--- src/rtl/shift_reg_ctrl_pkg.sv ---
// Shared types and constants for the shift_reg_ctrl frame sequencer.
package shift_reg_ctrl_pkg;

  // Gap counter width; it holds GAP_CYCLES-1 for GAP_CYCLES in 0..15.
  localparam int GAP_W = 4;

  // Controller states. PARITY is reachable only when SHIFT_REG_CTRL_PARITY_EN is defined.
  typedef enum logic [2:0] {
    IDLE   = 3'd0,
    LOAD   = 3'd1,
    SHIFT  = 3'd2,
    PARITY = 3'd3,
    GAP    = 3'd4,
    CLEAR  = 3'd5
  } state_t;

  // Width of the bit counter that counts W-1 down to 0.
  function automatic int cnt_width(input int w);
    return (w > 2) ? $clog2(w) : 1;
  endfunction

endpackage

--- src/rtl/shift_reg_ctrl_cnt.sv ---
// Loadable down-counter with a zero flag; holds at zero rather than wrapping.
module shift_reg_ctrl_cnt #(
  parameter int WIDTH = 4
) (
  input  logic             clk,
  input  logic             rst_n,
  input  logic             load,
  input  logic [WIDTH-1:0] load_value,
  input  logic             dec,
  output logic [WIDTH-1:0] count,
  output logic             zero
);

  // Load has priority over decrement; a decrement at zero is ignored.
  always_ff @(posedge clk or negedge rst_n) begin
    if (!rst_n) begin
      count <= '0;
    end else if (load) begin
      count <= load_value;
    end else if (dec && (count != '0)) begin
      count <= count - WIDTH'(1);
    end
  end

  assign zero = (count == '0);

endmodule

--- src/rtl/shift_reg_ctrl.sv ---
// Frame sequencer for one shift_reg: accepts words on valid/ready, drives load and
// enable cycles, and presents the serial stream with frame markers. Services clear
// requests between frames. Optional feature macro: SHIFT_REG_CTRL_PARITY_EN appends
// an even-parity bit to every frame.
module shift_reg_ctrl
  import shift_reg_ctrl_pkg::*;
#(
  parameter int    SHIFT_WIDTH     = 8,
  parameter string SHIFT_DIRECTION = "LEFT",
  parameter int    GAP_CYCLES      = 1
) (
  input  logic                   clk,
  input  logic                   rst_n,
  input  logic                   in_valid,
  output logic                   in_ready,
  input  logic [SHIFT_WIDTH-1:0] in_data,
  input  logic                   clear_req,
  output logic                   sr_load,
  output logic                   sr_enable,
  output logic                   sr_sclr,
  output logic                   sr_sset,
  output logic                   sr_shiftin,
  output logic [SHIFT_WIDTH-1:0] sr_data,
  input  logic                   sr_shiftout,
  output logic                   ser_out,
  output logic                   ser_valid,
  output logic                   frame_start,
  output logic                   frame_end,
  output logic                   busy
);

  localparam int CNT_W = cnt_width(SHIFT_WIDTH);
  localparam logic [CNT_W-1:0] BIT_LOAD = CNT_W'(SHIFT_WIDTH - 1);
  localparam logic [CNT_W-1:0] BIT_ONE  = CNT_W'(1);
  localparam logic [GAP_W-1:0] GAP_LOAD = (GAP_CYCLES > 0) ? GAP_W'(GAP_CYCLES - 1) : '0;

`ifdef SHIFT_REG_CTRL_PARITY_EN
  localparam bit PAR_EN = 1'b1;
`else
  localparam bit PAR_EN = 1'b0;
`endif

  // Parameter sanity checks at elaboration; the direction only documents the attached shift_reg.
  if (SHIFT_WIDTH < 2) begin : g_bad_width
    $error("shift_reg_ctrl: SHIFT_WIDTH must be >= 2");
  end
  if ((GAP_CYCLES < 0) || (GAP_CYCLES > 15)) begin : g_bad_gap
    $error("shift_reg_ctrl: GAP_CYCLES must be in 0..15");
  end
  if ((SHIFT_DIRECTION != "LEFT") && (SHIFT_DIRECTION != "RIGHT")) begin : g_bad_dir
    $error("shift_reg_ctrl: SHIFT_DIRECTION must be LEFT or RIGHT");
  end

  state_t             state;
  logic               clear_pend;
  logic               clear_now;
  logic               bit_load;
  logic               bit_dec;
  logic [CNT_W-1:0]   bit_count;
  logic               bit_zero;
  logic               gap_load;
  logic               gap_dec;
  logic [GAP_W-1:0]   gap_count_unused;
  logic               gap_zero;

`ifdef SHIFT_REG_CTRL_PARITY_EN
  logic               par;
`endif

  // A request seen this cycle counts the same as one already pending.
  assign clear_now = clear_pend | clear_req;

  // Bit counter starts at W-1 for the first SHIFT cycle and steps down once per shifted bit.
  assign bit_load = (state == LOAD);
  assign bit_dec  = (state == SHIFT);

  // Gap counter is reloaded whenever we are outside GAP so it is ready on entry.
  assign gap_load = (state != GAP);
  assign gap_dec  = (state == GAP);

  shift_reg_ctrl_cnt #(.WIDTH(CNT_W)) u_bit_cnt (
    .clk        (clk),
    .rst_n      (rst_n),
    .load       (bit_load),
    .load_value (BIT_LOAD),
    .dec        (bit_dec),
    .count      (bit_count),
    .zero       (bit_zero)
  );

  shift_reg_ctrl_cnt #(.WIDTH(GAP_W)) u_gap_cnt (
    .clk        (clk),
    .rst_n      (rst_n),
    .load       (gap_load),
    .load_value (GAP_LOAD),
    .dec        (gap_dec),
    .count      (gap_count_unused),
    .zero       (gap_zero)
  );

  assign sr_sset    = 1'b0;
  assign sr_shiftin = 1'b0;

`ifdef SHIFT_REG_CTRL_PARITY_EN
  assign ser_out = ser_valid & ((state == PARITY) ? par : sr_shiftout);
`else
  assign ser_out = ser_valid & sr_shiftout;
`endif

  // Sequencer: every output register is set for the state being entered, so they line up with it.
  always_ff @(posedge clk or negedge rst_n) begin
    if (!rst_n) begin
      state       <= IDLE;
      clear_pend  <= 1'b0;
      in_ready    <= 1'b0;
      sr_load     <= 1'b0;
      sr_enable   <= 1'b0;
      sr_sclr     <= 1'b0;
      ser_valid   <= 1'b0;
      frame_start <= 1'b0;
      frame_end   <= 1'b0;
      busy        <= 1'b0;
      sr_data     <= '0;
`ifdef SHIFT_REG_CTRL_PARITY_EN
      par         <= 1'b0;
`endif
    end else begin
      sr_load     <= 1'b0;
      sr_enable   <= 1'b0;
      sr_sclr     <= 1'b0;
      ser_valid   <= 1'b0;
      frame_start <= 1'b0;
      frame_end   <= 1'b0;
      in_ready    <= 1'b0;
      busy        <= 1'b1;
      clear_pend  <= clear_pend | clear_req;

      case (state)
        IDLE: begin
          if (clear_now) begin
            state      <= CLEAR;
            sr_sclr    <= 1'b1;
            sr_enable  <= 1'b1;
            clear_pend <= 1'b0;
          end else if (in_valid && in_ready) begin
            state     <= LOAD;
            sr_data   <= in_data;
`ifdef SHIFT_REG_CTRL_PARITY_EN
            par       <= ^in_data;
`endif
            sr_load   <= 1'b1;
            sr_enable <= 1'b1;
          end else begin
            in_ready <= 1'b1;
            busy     <= 1'b0;
          end
        end

        LOAD: begin
          state       <= SHIFT;
          sr_enable   <= 1'b1;
          ser_valid   <= 1'b1;
          frame_start <= 1'b1;
        end

        SHIFT: begin
          if (!bit_zero) begin
            sr_enable <= 1'b1;
            ser_valid <= 1'b1;
            frame_end <= (bit_count == BIT_ONE) && !PAR_EN;
          end else if (PAR_EN) begin
            state     <= PARITY;
            ser_valid <= 1'b1;
            frame_end <= 1'b1;
          end else if (GAP_CYCLES != 0) begin
            state <= GAP;
          end else if (clear_now) begin
            state      <= CLEAR;
            sr_sclr    <= 1'b1;
            sr_enable  <= 1'b1;
            clear_pend <= 1'b0;
          end else begin
            state    <= IDLE;
            in_ready <= 1'b1;
            busy     <= 1'b0;
          end
        end

`ifdef SHIFT_REG_CTRL_PARITY_EN
        PARITY: begin
          if (GAP_CYCLES != 0) begin
            state <= GAP;
          end else if (clear_now) begin
            state      <= CLEAR;
            sr_sclr    <= 1'b1;
            sr_enable  <= 1'b1;
            clear_pend <= 1'b0;
          end else begin
            state    <= IDLE;
            in_ready <= 1'b1;
            busy     <= 1'b0;
          end
        end
`endif

        GAP: begin
          if (gap_zero) begin
            if (clear_now) begin
              state      <= CLEAR;
              sr_sclr    <= 1'b1;
              sr_enable  <= 1'b1;
              clear_pend <= 1'b0;
            end else begin
              state    <= IDLE;
              in_ready <= 1'b1;
              busy     <= 1'b0;
            end
          end
        end

        CLEAR: begin
          state    <= IDLE;
          in_ready <= !clear_req;
          busy     <= 1'b0;
        end

        default: begin
          state <= IDLE;
          busy  <= 1'b0;
        end
      endcase
    end
  end

endmodule
--- config.mk ---
export PLATFORM = sky130hd
export DESIGN_NAME = shift_reg_ctrl
export DESIGN_NICKNAME = d
export VERILOG_FILES = /design/src/rtl/shift_reg_ctrl_pkg.sv /design/src/rtl/shift_reg_ctrl_cnt.sv /design/src/rtl/shift_reg_ctrl.sv
export SDC_FILE = /design/constraint.sdc
export NUM_CORES = 1
export LEC_CHECK = 0
export ABC_AREA = 1
export BUFFER_PORTS_ARGS = -buffer_cell sky130_fd_sc_hd__buf_2
export CAP_MARGIN = 10
export CORE_AREA = 10 10 61 63
export DETAILED_ROUTE_END_ITERATION = 12
export DIE_AREA = 0 0 71 73
export PLACE_DENSITY = 0.74
export SYNTH_ARGS = -nofsm -noshare
export SYNTH_HDL_FRONTEND = slang
export SYNTH_SLANG_ARGS = --single-unit
--- constraint.sdc ---
create_clock -name clk -period 1.9 [get_ports clk]
set_clock_uncertainty 0.2 [all_clocks]
set_input_delay 0.095 -clock clk [delete_from_list [all_inputs] [get_ports clk]]
set_output_delay 0.095 -clock clk [all_outputs]
set_load 0.1 [all_outputs]
==> qor.csv <==
stage,metric,value,unit
clock_tree,cts-root-buf,clkbuf_4,
drt,drc,0,
sta,finalSetupViolations,0,
clock_tree,cts_tree,yes,
setup_path,cp_cell_sequence,inv_1 > ha_1 > nand2_1 > inv_1 > nor2_2 > inv_2 > o21ai_2,
grt,antenna_found_initial,0,
setup_path,cp-startpoint,u_gap_cnt.count[0],
drt,drt_iter0_markers,45,
setup_path,r2r_cells,7,
setup_path,r2r_slack,0.39,ns
setup_path,slowest_stage,dfrtp_1,
setup_path,max_stage_delay,0.41,ns
placed_design,dp_cells,196,
sta,rsz0062_at_grt,false,
layout,drive_gt1_share,29.1,%
hold_path,min_path_type,in -> reg,
layout,finalNonFillerCells,210,
floorplan,core_area,0.00262,mm2
placed_design,place.gp.congestion,0.842,
setup_path,path_common_cell,inv_1,
sta,tns,0,ns
floorplan,fp-row-count,19,
clock_tree,clock_latency,0.33,ns
setup_path,startpoint_type,register,
synth,yosysSeqAreaShare,54.7,%
floorplan,die_w,71,um
grt,grt_pass1_wl,4620,um
sta,timing_hold_violations_final,0,
hold_path,holdPathStages,5,
drt,firstDrtPassIters,4,
sta,post-route-period-util,79.7,%
clock_tree,cts_max_level,1,
layout,diodes,0,
drt,vias_per_cell,4.77,
sta,fmax,661,MHz
layout,syn_to_final_growth,24.4,%
synth,netlist_instances,137,
layout,final_net_count,198,
synth,synth_warnings,0,
synth,ys_seq_elements,27,
grt,grt.total_usage,10.9,%
sta,slew_headroom,61.6,%
clock_tree,clkSinkCount,27,
drt,wl,2650,um
setup_path,crit_arrival,1.58,ns
outcome,status,"finished, final reports clean",
clock_tree,cts_made_buffers,3,
grt,grt_max_degree,28,
setup_path,worst_ep_required_time,1.97,ns
drt,wl_per_cell,12.6,um
setup_path,r2r_start,u_gap_cnt.count[0],
placed_design,port_buffers,29,
synth,syn_area,0.00124,mm2
setup_path,end_kind,register,
clock_tree,path_clk_slew,0.14,ns
drt,drt.antenna.violating_nets,0,
placed_design,hpwl,2040,um
floorplan,dieArea,0.00518,mm2
floorplan,die_h,73,um
grt,grt.overflow.total,0,
synth,syn_area_per_cell,9.02,um2
setup_path,rr_endpoint,u_gap_cnt.count[1],
floorplan,io_pins,32,
setup_path,path_class,reg -> reg,
hold_path,hp-start,in_valid,
clock_tree,cts_buffer_depth,2,
sta,tightestPinTransition,0.575,ns
setup_path,cp_max_fo,5,
hold_path,hold_end,sr_load,
drt,vias,1002,
synth,ys_types,25,
flow_run,maxCapViolations,0,
sta,period_needed,1.51,ns
clock_tree,cts_post_setup_buffers_inserted,0,
sta,final_max_slew_viol_count,0,
grt,grt_pass1_vias,1064,
floorplan,initial_core_util,47.3,%
## kinds of logic (layout without fill, tap and decap cells)
kind of cell	Yosys count	after routing	share of synthesized area (%)
simple gates	72	72	26.4
flops	27	27	54.7
buf+inv	21	62	7.39
other cells	1	2	0.303
compound gates	9	9	4.76
fa+ha+maj	5	5	5.06
xor+xnor	2	2	1.42
## worst max-delay path by stage
stage                               to  slack [ns]  cells past startpoint
detailed placement  u_gap_cnt.count[1]        0.41                      7
CTS                 u_gap_cnt.count[1]        0.38                      7
global route        u_gap_cnt.count[1]        0.24                      7
global placement    u_gap_cnt.count[0]        0.49                      7
finish              u_gap_cnt.count[1]        0.39                      7
floorplan                   sr_data[0]         0.1                      5
## synth_stat cells, drive strengths merged
cell	number	area share, %
o21ai	4	2.2
nor2	11	4.6
inv	19	6.2
nand2	51	16
o211ai	1	0.61
o21bai	1	0.61
nand4	4	2.0
a31oi	1	0.51
nand3	5	2.8
xnor2	1	0.71
xor2	1	0.71
ha	5	5.1
or2	1	0.51
a21oi	2	0.81
buf	2	1.2
conb	1	0.30
dfrtp	27	55
## critical path, delay by kind of cell (launching register included)
family / cells / cell delay [ns]
AO/OA/AOI/OAI: 1 / 0.11
adder cells (fa/ha/maj): 1 / 0.21
buffers and inverters: 3 / 0.25
flip-flops: 1 / 0.41
AND/OR/NAND/NOR: 2 / 0.28
## through the flow
step	util [%]	setup slack (ns)	hold WS [ns]	cell area (um2)
finish	58.8	0.386	0.0367	1540
global route	58.8	0.242	0.0487	1540
CTS	58.8	0.379	0.0105	1540
detailed placement	53.9	0.411	-0.0679	1410
global placement	53.9	0.494	-0.0767	1410
floorplan	-	0.0967	-0.401	1240
## area by class of cell
| class | instances | area, um2 |
|---|---|---|
| clock buffer | 3 | 22.5 |
| clock inverter | 1 | 5.00 |
| fill | 218 | 1080 |
| inverter | 19 | 76.3 |
| multi-input combinational | 90 | 473 |
| sequential | 27 | 677 |
| tap | 31 | 38.8 |
| timing repair buffer | 39 | 245 |
## timing repair
| action | 4_1_cts | 5_1_grt |
|---|---|---|
| hold buffers | 10 | 0 |
| resized for setup | 0 | 0 |
| endpoints found under the hold margin | 40 | 0 |
## metal layers
layer  routed length [um]  track usage, %  vias up
met5                    0               0        -
met4                   38            5.59        0
met3                  205            4.08        5
met2                 1380            19.8       30
met1                 1020            10.5      468
li1                     -               -      499
## cell usage in the layout, fill, tap and decap left out, drive strengths merged
cell,instances
conb,2
buf,29
ha,5
o21ai,4
o211ai,1
clkinv,1
nand3,5
inv,19
dlygate4sd3,10
xor2,1
a31oi,1
nor2,11
dfrtp,27
o21bai,1
or2,1
xnor2,1
clkbuf,3
nand4,4
a21oi,2
nand2,51
## flip-flops by register name, summed over array words and instances (netlist names)
signal and count:
frame_end 1, state 3, sr_enable 1, ser_valid 1, sr_data 8, frame_start 1
sr_sclr 1, busy 1, clear_pend 1, u_gap_cnt.count 4, sr_load 1, u_bit_cnt.count 3
in_ready 1
Power is left out: the tool's default activity adds up to more than one toggle a clock period on the data nets, which glitch-free logic cannot reach.
